--- config.mk ---
export PLATFORM = sky130hd
export DESIGN_NAME = dff_access_arbiter
export DESIGN_NICKNAME = d
export VERILOG_FILES = /design/src/rtl/dff_ctrl_pkg.sv /design/src/rtl/rr_arbiter.sv /design/src/rtl/dff_access_arbiter.sv
export SDC_FILE = /design/constraint.sdc
export NUM_CORES = 1
export LEC_CHECK = 0
export CORE_MARGIN = 2
export CORE_UTILIZATION = 48
export DETAILED_ROUTE_END_ITERATION = 8
export PLACE_DENSITY_LB_ADDON = 0.25
export REMOVE_ABC_BUFFERS = 1
export SYNTH_ARGS = -nofsm -noshare
export SYNTH_HDL_FRONTEND = slang
export SYNTH_HIERARCHICAL = 1
export SYNTH_SLANG_ARGS = --single-unit
--- constraint.sdc ---
create_clock -name clk -period 3.2 [get_ports clk]
set_clock_uncertainty 0.15 [all_clocks]
set_input_delay 0.64 -clock clk [delete_from_list [all_inputs] [get_ports clk]]
set_output_delay 0.64 -clock clk [all_outputs]
set_load 0.1 [all_outputs]
--- src/rtl/dff_ctrl_pkg.sv ---
// -----------------------------------------------------------------------------
// dff_ctrl_pkg
// Shared definitions for the shared enable-flop access arbiter:
//   state_t       : arbiter FSM state encoding (IDLE, ISSUE, CHECK)
//   OP_WRITE      : req_op value for a data write into the flop
//   OP_CLEAR      : req_op value for a synchronous clear of the flop
//   DEF_N_REQ     : default number of requesters
// -----------------------------------------------------------------------------
package dff_ctrl_pkg;

    typedef enum logic [1:0] {
        IDLE  = 2'd0,
        ISSUE = 2'd1,
        CHECK = 2'd2
    } state_t;

    localparam logic OP_WRITE  = 1'b0;
    localparam logic OP_CLEAR  = 1'b1;

    localparam int   DEF_N_REQ = 4;

endpackage

--- src/rtl/rr_arbiter.sv ---
// -----------------------------------------------------------------------------
// rr_arbiter
// Combinational round-robin pick. The search starts at index ptr and wraps
// modulo N_REQ; the first asserted request wins.
// Ports:
//   req       in  N_REQ  request vector
//   ptr       in  PTR_W  index with highest priority
//   grant     out N_REQ  one-hot winner, zero when req is zero
//   grant_idx out PTR_W  binary index of the winner (0 when none)
// -----------------------------------------------------------------------------
module rr_arbiter #(
    parameter int N_REQ = 4,
    parameter int PTR_W = (N_REQ > 1) ? $clog2(N_REQ) : 1
) (
    input  logic [N_REQ-1:0] req,
    input  logic [PTR_W-1:0] ptr,
    output logic [N_REQ-1:0] grant,
    output logic [PTR_W-1:0] grant_idx
);

    // One extra bit so ptr + offset cannot overflow before the wrap.
    localparam int SUM_W = PTR_W + 1;

    logic [SUM_W-1:0] sum;
    logic [PTR_W-1:0] idx;
    logic             found;

    always_comb begin
        grant     = '0;
        grant_idx = '0;
        found     = 1'b0;
        sum       = '0;
        idx       = '0;
        for (int i = 0; i < N_REQ; i++) begin
            sum = {1'b0, ptr} + SUM_W'(i);
            if (sum >= SUM_W'(N_REQ)) begin
                sum = sum - SUM_W'(N_REQ);
            end
            idx = sum[PTR_W-1:0];
            if (!found && req[idx]) begin
                grant[idx] = 1'b1;
                grant_idx  = idx;
                found      = 1'b1;
            end
        end
    end

endmodule

--- src/rtl/dff_access_arbiter.sv ---
// -----------------------------------------------------------------------------
// dff_access_arbiter
// Arbitrates N_REQ requesters onto one shared enable-flop. Each granted
// access is one ISSUE cycle (drive write or clear) followed by one CHECK
// cycle (read the flop back, pulse ack, compare against the expected value).
//
// Handshake: req is a level request. The arbiter answers with a registered
// one-hot gnt that stays stable from ISSUE through CHECK; req_op/req_d are
// sampled only during ISSUE. Completion is a single-cycle ack on the granted
// bit during CHECK, with rdata valid in that same cycle. Dropping req after
// the grant does not cancel the access.
//
// Ports:
//   clk        in   1      clock, all state on posedge
//   reset_n    in   1      asynchronous active-low reset
//   req        in   N_REQ  per-requester access request
//   req_op     in   N_REQ  per-requester op (OP_WRITE / OP_CLEAR)
//   req_d      in   N_REQ  per-requester write data
//   gnt        out  N_REQ  one-hot grant, zero when idle
//   ack        out  N_REQ  completion pulse to the granted requester
//   rdata      out  1      flop value read back, valid with ack
//   dff_en     out  1      shared flop enable
//   dff_d      out  1      shared flop data
//   dff_reset  out  1      shared flop synchronous clear
//   dff_q      in   1      shared flop output
//   err        out  1      sticky read-back mismatch flag
//   err_cnt    out  ERR_W  saturating mismatch count
//   fsm_state  out  2      current FSM state, for observation
// -----------------------------------------------------------------------------
module dff_access_arbiter
    import dff_ctrl_pkg::*;
#(
    parameter int N_REQ = DEF_N_REQ,
    parameter int ERR_W = 8
) (
    input  logic             clk,
    input  logic             reset_n,
    input  logic [N_REQ-1:0] req,
    input  logic [N_REQ-1:0] req_op,
    input  logic [N_REQ-1:0] req_d,
    output logic [N_REQ-1:0] gnt,
    output logic [N_REQ-1:0] ack,
    output logic             rdata,
    output logic             dff_en,
    output logic             dff_d,
    output logic             dff_reset,
    input  logic             dff_q,
    output logic             err,
    output logic [ERR_W-1:0] err_cnt,
    output state_t           fsm_state
);

    localparam int PTR_W = (N_REQ > 1) ? $clog2(N_REQ) : 1;

    state_t           state_q, state_d;
    logic [N_REQ-1:0] gnt_q, gnt_d;
    logic [PTR_W-1:0] ptr_q, ptr_d;
    logic             exp_q, exp_d;
    logic             err_q, err_d;
    logic [ERR_W-1:0] err_cnt_q, err_cnt_d;

    logic [N_REQ-1:0] arb_req;
    logic [N_REQ-1:0] pick;
    logic [PTR_W-1:0] pick_idx;
    logic [PTR_W-1:0] ptr_next;
    logic             sel_op;
    logic             sel_d;

    // In CHECK the requester just served is excluded, so a lone requester
    // that keeps req high goes back through IDLE before being re-granted.
    assign arb_req = (state_q == CHECK) ? (req & ~gnt_q) : req;

    rr_arbiter #(
        .N_REQ (N_REQ),
        .PTR_W (PTR_W)
    ) u_rr_arbiter (
        .req       (arb_req),
        .ptr       (ptr_q),
        .grant     (pick),
        .grant_idx (pick_idx)
    );

    // Priority after a grant starts one past the winner.
    assign ptr_next = (pick_idx == PTR_W'(N_REQ - 1)) ? '0 : (pick_idx + 1'b1);

    assign sel_op = |(req_op & gnt_q);
    assign sel_d  = |(req_d & gnt_q);

    always_ff @(posedge clk or negedge reset_n) begin
        if (!reset_n) begin
            state_q   <= IDLE;
            gnt_q     <= '0;
            ptr_q     <= '0;
            exp_q     <= 1'b0;
            err_q     <= 1'b0;
            err_cnt_q <= '0;
        end else begin
            state_q   <= state_d;
            gnt_q     <= gnt_d;
            ptr_q     <= ptr_d;
            exp_q     <= exp_d;
            err_q     <= err_d;
            err_cnt_q <= err_cnt_d;
        end
    end

    always_comb begin
        state_d   = state_q;
        gnt_d     = gnt_q;
        ptr_d     = ptr_q;
        exp_d     = exp_q;
        err_d     = err_q;
        err_cnt_d = err_cnt_q;
        dff_en    = 1'b0;
        dff_d     = 1'b0;
        dff_reset = 1'b0;
        ack       = '0;
        rdata     = 1'b0;

        unique case (state_q)
            IDLE: begin
                if (|req) begin
                    gnt_d   = pick;
                    ptr_d   = ptr_next;
                    state_d = ISSUE;
                end else begin
                    gnt_d = '0;
                end
            end

            ISSUE: begin
                case (sel_op)
                    OP_WRITE: begin
                        dff_en = 1'b1;
                        dff_d  = sel_d;
                        exp_d  = sel_d;
                    end
                    OP_CLEAR: begin
                        dff_reset = 1'b1;
                        exp_d     = 1'b0;
                    end
                    default: ;
                endcase
                state_d = CHECK;
            end

            CHECK: begin
                ack   = gnt_q;
                rdata = dff_q;
                if (dff_q != exp_q) begin
                    err_d = 1'b1;
                    if (err_cnt_q != '1) begin
                        err_cnt_d = err_cnt_q + 1'b1;
                    end
                end
                if (|arb_req) begin
                    gnt_d   = pick;
                    ptr_d   = ptr_next;
                    state_d = ISSUE;
                end else begin
                    gnt_d   = '0;
                    state_d = IDLE;
                end
            end

            default: begin
                gnt_d   = '0;
                state_d = IDLE;
            end
        endcase
    end

    assign gnt       = gnt_q;
    assign err       = err_q;
    assign err_cnt   = err_cnt_q;
    assign fsm_state = state_q;

endmodule

==> results of run 1 <==
placed cells by master, fill, tap and decap left out, types with 4 or more instances in the layout:
cell and instances:
a21oi_1 4, a221o_2 4, a22o_1 5, a22oi_1 4, and2_1 5, buf_12 4, buf_4 28, clkdlybuf4s50_1 14
dfrtp_1 18, ha_1 7, inv_1 9, nand2_1 14, nand2b_1 4, nor2_1 8, nor2b_1 6, o21ai_0 8
xnor2_1 5
how the worst max path moves through the flow:
stage / from / end / slack (ns) / cells past startpoint
after floorplan: fsm_state[1] / ptr_q[1] / -1.04 / 9
after global placement: req[2] / ptr_q[1] / 0.11 / 8
after detailed placement: req[2] / ptr_q[1] / 0.06 / 8
after CTS: fsm_state[0] / ptr_q[1] / 0.26 / 9
after global routing: fsm_state[0] / ptr_q[1] / 0.11 / 9
final: fsm_state[0] / ptr_q[1] / 0.25 / 9
critical path, cell delays in order (launching register included):
cell and delay [ns]:
dfrtp_1 0.45, nor2b_1 0.36, and2_1 0.21, nor2b_1 0.13, mux4_2 0.53, or2_4 0.29
a21oi_1 0.14, a31oi_1 0.06, ha_1 0.27, mux2_2 0.26
metrics by stage:
step	util	hold WS, ns	cell area, sq um	TNS [ns]	std cells
3_3_place_gp	0.662	0.303	1830	0	220
4_1_cts	0.675	0.337	1860	0	224
3_5_place_dp	0.662	0.309	1830	0	220
5_1_grt	0.675	0.375	1860	0	224
2_1_floorplan	-	0.194	1360	-5.61	143
6_report	0.675	0.333	1860	0	224
per-layer routing:
layer	vias up	global-route usage
li1	634	-
met1	618	0.291
met2	53	0.356
met3	2	0.0246
met4	0	0.0631
met5	-	0
report_power, final:
| part | total, W | internal (W) | switching (W) | leakage [nW] |
|---|---|---|---|---|
| combinational | 0.00157 | 0.000551 | 0.00102 | 0.603 |
| clock | 0.000141 | 0.0000692 | 0.0000714 | 0.0210 |
| sequential | 0.000384 | 0.000302 | 0.0000821 | 0.223 |
kinds of logic after synthesis:
kind of cell | Yosys count
xor gates and xnor gates | 6
adders and majority gates | 7
and+or+nand+nor | 58
muxes | 9
DFF | 18
AOI/OAI and AO/OA | 36
buffers and inverters | 16
sequential cells by signal (all words and copies together) (netlist names):
signal and flops:
fsm_state 2, err 1, err_cnt 8, exp_q 1, ptr_q 2, gnt 4
layout make-up:
type / count / area [sq um] / share of cell area
Clock buffer: 4 / 36.3 / 0.0195
Inverter: 9 / 33.8 / 0.0181
Multi-Input combinational cell: 116 / 872 / 0.468
Sequential cell: 18 / 450 / 0.242
Tap cell: 31 / 38.8 / 0.0208
Timing Repair Buffer: 46 / 430 / 0.231
==> run summary, run 1 <==
status = finished clean
terminus of the critical flop-to-flop path = ptr_q[1]
metal3 WL = 229 um
first-pass GRT wire length = 5.64 mm
Least-Margin Pin Slew = 0.810 ns
# port buffers = 37
Routed met2 length = 1.59 mm
Worst-Skew Late Latency = 0.28 ns
FF-to-FF Start = fsm_state[0]
Core ar. = 2760 sq um
Tot GR Track Use = 0.213
GR Overflow Total = 0
CTS Buffer Depth = 2
GP Congestion = 0.879
Seq cells post-synth = 18
NumNets Final = 216
via count = 1307
part of the cycle the worst path needs = 0.921
final hold vios = 0
WP data arrival = 2.98 ns
WL per Instance = 15.1 um
hold_sp = err
Worst R2R Setup Slack = 0.25 ns
CTS Hold Bufs = 0
metal1 wirelength = 1.55 mm
Num CTS Buffers = 3
hold path cells = 1
Cell variety after synth = 44
Final WS setup = 0.253 ns
FP Rows = 19
fmax = 0.339 GHz
Synth area leaders = dfrtp_1 32%, ha_1 6.3%, mux4_2 4.8%
largest net degree at the start of global routing = 19
CP startpoint kind = flip-flop
register area share after synthesis = 0.322
Via density = 5.83
number of synthesized flops with an enable pin = 0
Hold Path Class = flip-flop to flip-flop
Setup crit end kind = flip-flop
vias in the first global route = 1230
compound-gate portion of the synthesized area = 0.194
critical path class = flip-flop to flip-flop
max-slew violations = 0
Rel. slew slack = 0.458
Layout area overhead = 33.2%
pre-CTS WS = 0.0586 ns
initial antenna violation count = 0
setup bufs post-CTS = 0
Cell Area, Synth = 1400 sq um
layout cell share with drive strength beyond 1 = 0.264
most frequent cell after synthesis = dfrtp_1
Antenna diodes = 0
crit path max fanout = 9
Hold EP = err
top_reg_cell synth = dfrtp_1
Critical Path RT = 3.23 ns
top layer reached by signal wires = met4
largest family of logic cells by synthesized area = simple AND/OR/NAND/NOR gates
initial drt markers = 63
post-synthesis mux area share = 0.0940
Post-Synth Simple-Gate Area = 0.235
# resized after CTS = 0
Detailed Place HPWL = 2.64 mm
drt first pass iters = 5
Root Buffer = clkbuf_4
mean area per synthesized cell = 9.32 sq um
Max Cap Viol = 0
Post-synth top cells = 18 x dfrtp_1, 14 x nand2_1, 9 x inv_1, 8 x nor2_1, 8 x o21ai_0
total power = 0.00209 W
Ports = 38
DRT antenna net count = 0
die area = 3360 sq um
Worst VDD drop = 810 uV
total wire length = 3.39 mm
Lkg Pwr = 0.847 nW
Synth Warn # = 6
Starting Density = 0.507
Final min period = 2.95 ns
die span in y = 58.0 um
clk slew on worst S/H paths = 0.11 ns
leading area contributor after synthesis = dfrtp_1
Syn Inst Count = 150
r2r worst-path depth = 9
post-synth top area share = 0.322
CTS tree = yes
pwr dens = 1120 nW/um^2
RSZ-0062 raised after global routing = no
FILL cells = 221
Die W = 58.0 um
clk sink count = 18
Post-Synth XOR/XNOR Area = 0.0376
final setup vio count = 0
adder-cell share of the synthesized area = 0.0627
asr flop ratio synth = 1.00
DRC viols = 0
H-tree levels = 1
Note: power is estimated with default switching activity, not from simulation.
==> run 2, diff against run 1 <==
--- a/config.mk
+++ b/config.mk
@@ -8,6 +8,7 @@
 export CORE_MARGIN = 2
 export CORE_UTILIZATION = 48
 export DETAILED_ROUTE_END_ITERATION = 8
+export GPL_ROUTABILITY_DRIVEN = 1
 export PLACE_DENSITY_LB_ADDON = 0.25
 export REMOVE_ABC_BUFFERS = 1
 export SYNTH_ARGS = -nofsm -noshare
==> constraint.sdc (replaced) <==
create_clock -name clk -period 3.2 [get_ports clk]
set_clock_uncertainty 0.15 [all_clocks]
set_input_delay 0.32 -clock clk [delete_from_list [all_inputs] [get_ports clk]]
set_output_delay 0.32 -clock clk [all_outputs]
set_load 0.1 [all_outputs]
==> run summary, run 2 (synthesis gave the netlist of run 1 again) <==
Rel. slew slack = 0.352 (-0.106)
GP Congestion = 0.919 (+4.5%)
CTS tree = yes
Via density = 5.96 (+2.1%)
Worst-Skew Late Latency = 0.29 ns (about the same)
die span in y = 58.0 um (unchanged)
Detailed Place HPWL = 2.57 mm (-2.6%)
Max Cap Viol = 0 (unchanged)
CP startpoint kind = flip-flop
drt first pass iters = 4 (-1)
max FFs per register = 8 (unchanged)
Core ar. = 2760 sq um (unchanged)
Tot GR Track Use = 0.202 (-0.0109)
clk slew on worst S/H paths = 0.10 ns (about the same)
status = finished clean
Root Buffer = clkbuf_4
DRC viols = 0 (unchanged)
Sum Neg Setup Slack = 0 ns (unchanged)
Ports = 38 (unchanged)
clk sink count = 18 (unchanged)
FF-to-FF Start = fsm_state[0]
DRT antenna net count = 0 (unchanged)
Util after Layout = 0.651 (-0.0245)
Worst R2R Setup Slack = 0.20 ns (-0.05 ns)
largest net degree at the start of global routing = 19 (unchanged)
WL per Instance = 15.1 um (about the same)
setup bufs post-CTS = 0 (unchanged)
terminus of the critical flop-to-flop path = ptr_q[1]
GR Overflow Total = 0 (unchanged)
most common cell after layout, fill and taps aside = buf_4
Layout area overhead = 28.4%
CTS Buffer Depth = 2 (unchanged)
H-tree levels = 1 (unchanged)
Least-Margin Pin Slew = 0.969 ns (+0.158 ns)
r2r worst-path depth = 9 (unchanged)
crit path max fanout = 9 (unchanged)
NumNets Final = 212 (-1.9%)
FP Rows = 19 (unchanged)
Critical Path RT = 3.24 ns (about the same)
initial antenna violation count = 0 (unchanged)
final hold vios = 0 (unchanged)
final setup vio count = 0 (unchanged)
max-slew violations = 0 (unchanged)
fmax = 0.333 GHz (-1.8%)
Die W = 58.0 um (unchanged)
Final min period = 3.00 ns (+0.0538 ns)
Num CTS Buffers = 3 (unchanged)
vias in the first global route = 1091 (-11%)
WP data arrival = 3.04 ns (+0.06 ns)
Starting Density = 0.507 (unchanged)
placed cell count = 216 (-1.8%)
layout cell share with drive strength beyond 1 = 0.254 (-0.0103)
total wire length = 3.33 mm (-1.7%)
initial drt markers = 79 (+25%)
die area = 3360 sq um (unchanged)
first-pass GRT wire length = 5.23 mm (-7.3%)
Hold Path Class = input pin to async pin
part of the cycle the worst path needs = 0.938 (+0.0168)
most frequent cells in the layout = 26 x buf_4, 18 x dfrtp_1, 16 x clkdlybuf4s50_1
Antenna diodes = 0 (unchanged)
via count = 1311 (+0.31%)
critical path class = flip-flop to flip-flop
non-filler cells, final = 220 (-1.8%)
# port buffers = 37 (unchanged)
Setup crit end kind = flip-flop
RSZ-0062 raised after global routing = no
run 2: cell count changes in the layout (fill, tap and decap cells not counted):
cell / previous run / this run
buf_12: 4 / 0
buf_4: 28 / 26
clkdlybuf4s50_1: 14 / 16
nor2b_1: 6 / 3
nor2b_2: 0 / 3
run 2: critical path, stage by stage, from the launching register on:
cell and delay, ns:
dfrtp_1 0.40, nor2b_1 0.36, and2_1 0.22, nor2b_1 0.14, mux4_2 0.58, or2_4 0.30
a21oi_1 0.14, a31oi_1 0.07, ha_1 0.29, mux2_2 0.26
run 2: final cells by class:
cell class,instances,area [sq um]
Tap cell,31,38.8
Inverter,9,33.8
Timing Repair Buffer,42,355
Clock buffer,4,36.3
Sequential cell,18,450
Multi-Input combinational cell,116,880
Fill cell,233,963
run 2: worst max path at each step:
stage,slack [ns],end,start
floorplan,-1.04,ptr_q[1],fsm_state[1]
finish,0.20,ptr_q[1],fsm_state[0]
detailed placement,0.04,ptr_q[1],req[1]
global route,0.06,ptr_q[1],fsm_state[0]
global placement,0.17,ptr_q[1],req[0]
CTS,0.13,ptr_q[1],fsm_state[1]
run 2: what timing repair did:
item                       4_1_cts  5_1_grt
resized for setup                0        3
hold buffers                     0        0
setup endpoints to repair        0        2
run 2: through the flow:
step                hold slack, ns  setup slack [ns]  instance area [sq um]
floorplan                   -0.126             -1.04                   1360
global placement             0.302             0.167                   1750
detailed placement           0.300            0.0382                   1750
CTS                          0.326             0.130                   1790
global route                 0.365            0.0565                   1790
finish                       0.316             0.200                   1790
run 2: routing by layer:
metal / share of wire / global-route usage / vias to the layer above
li1: - / - / 621
met1: 0.46 / 0.313 / 623
met2: 0.44 / 0.295 / 65
met3: 0.093 / 0.0446 / 2
met4: 0.0036 / 0.0299 / 0
met5: 0 / 0 / -
Power of run 2 is not shown: default switching activity piles up to over one toggle a cycle in this logic, so the estimate is an artifact.
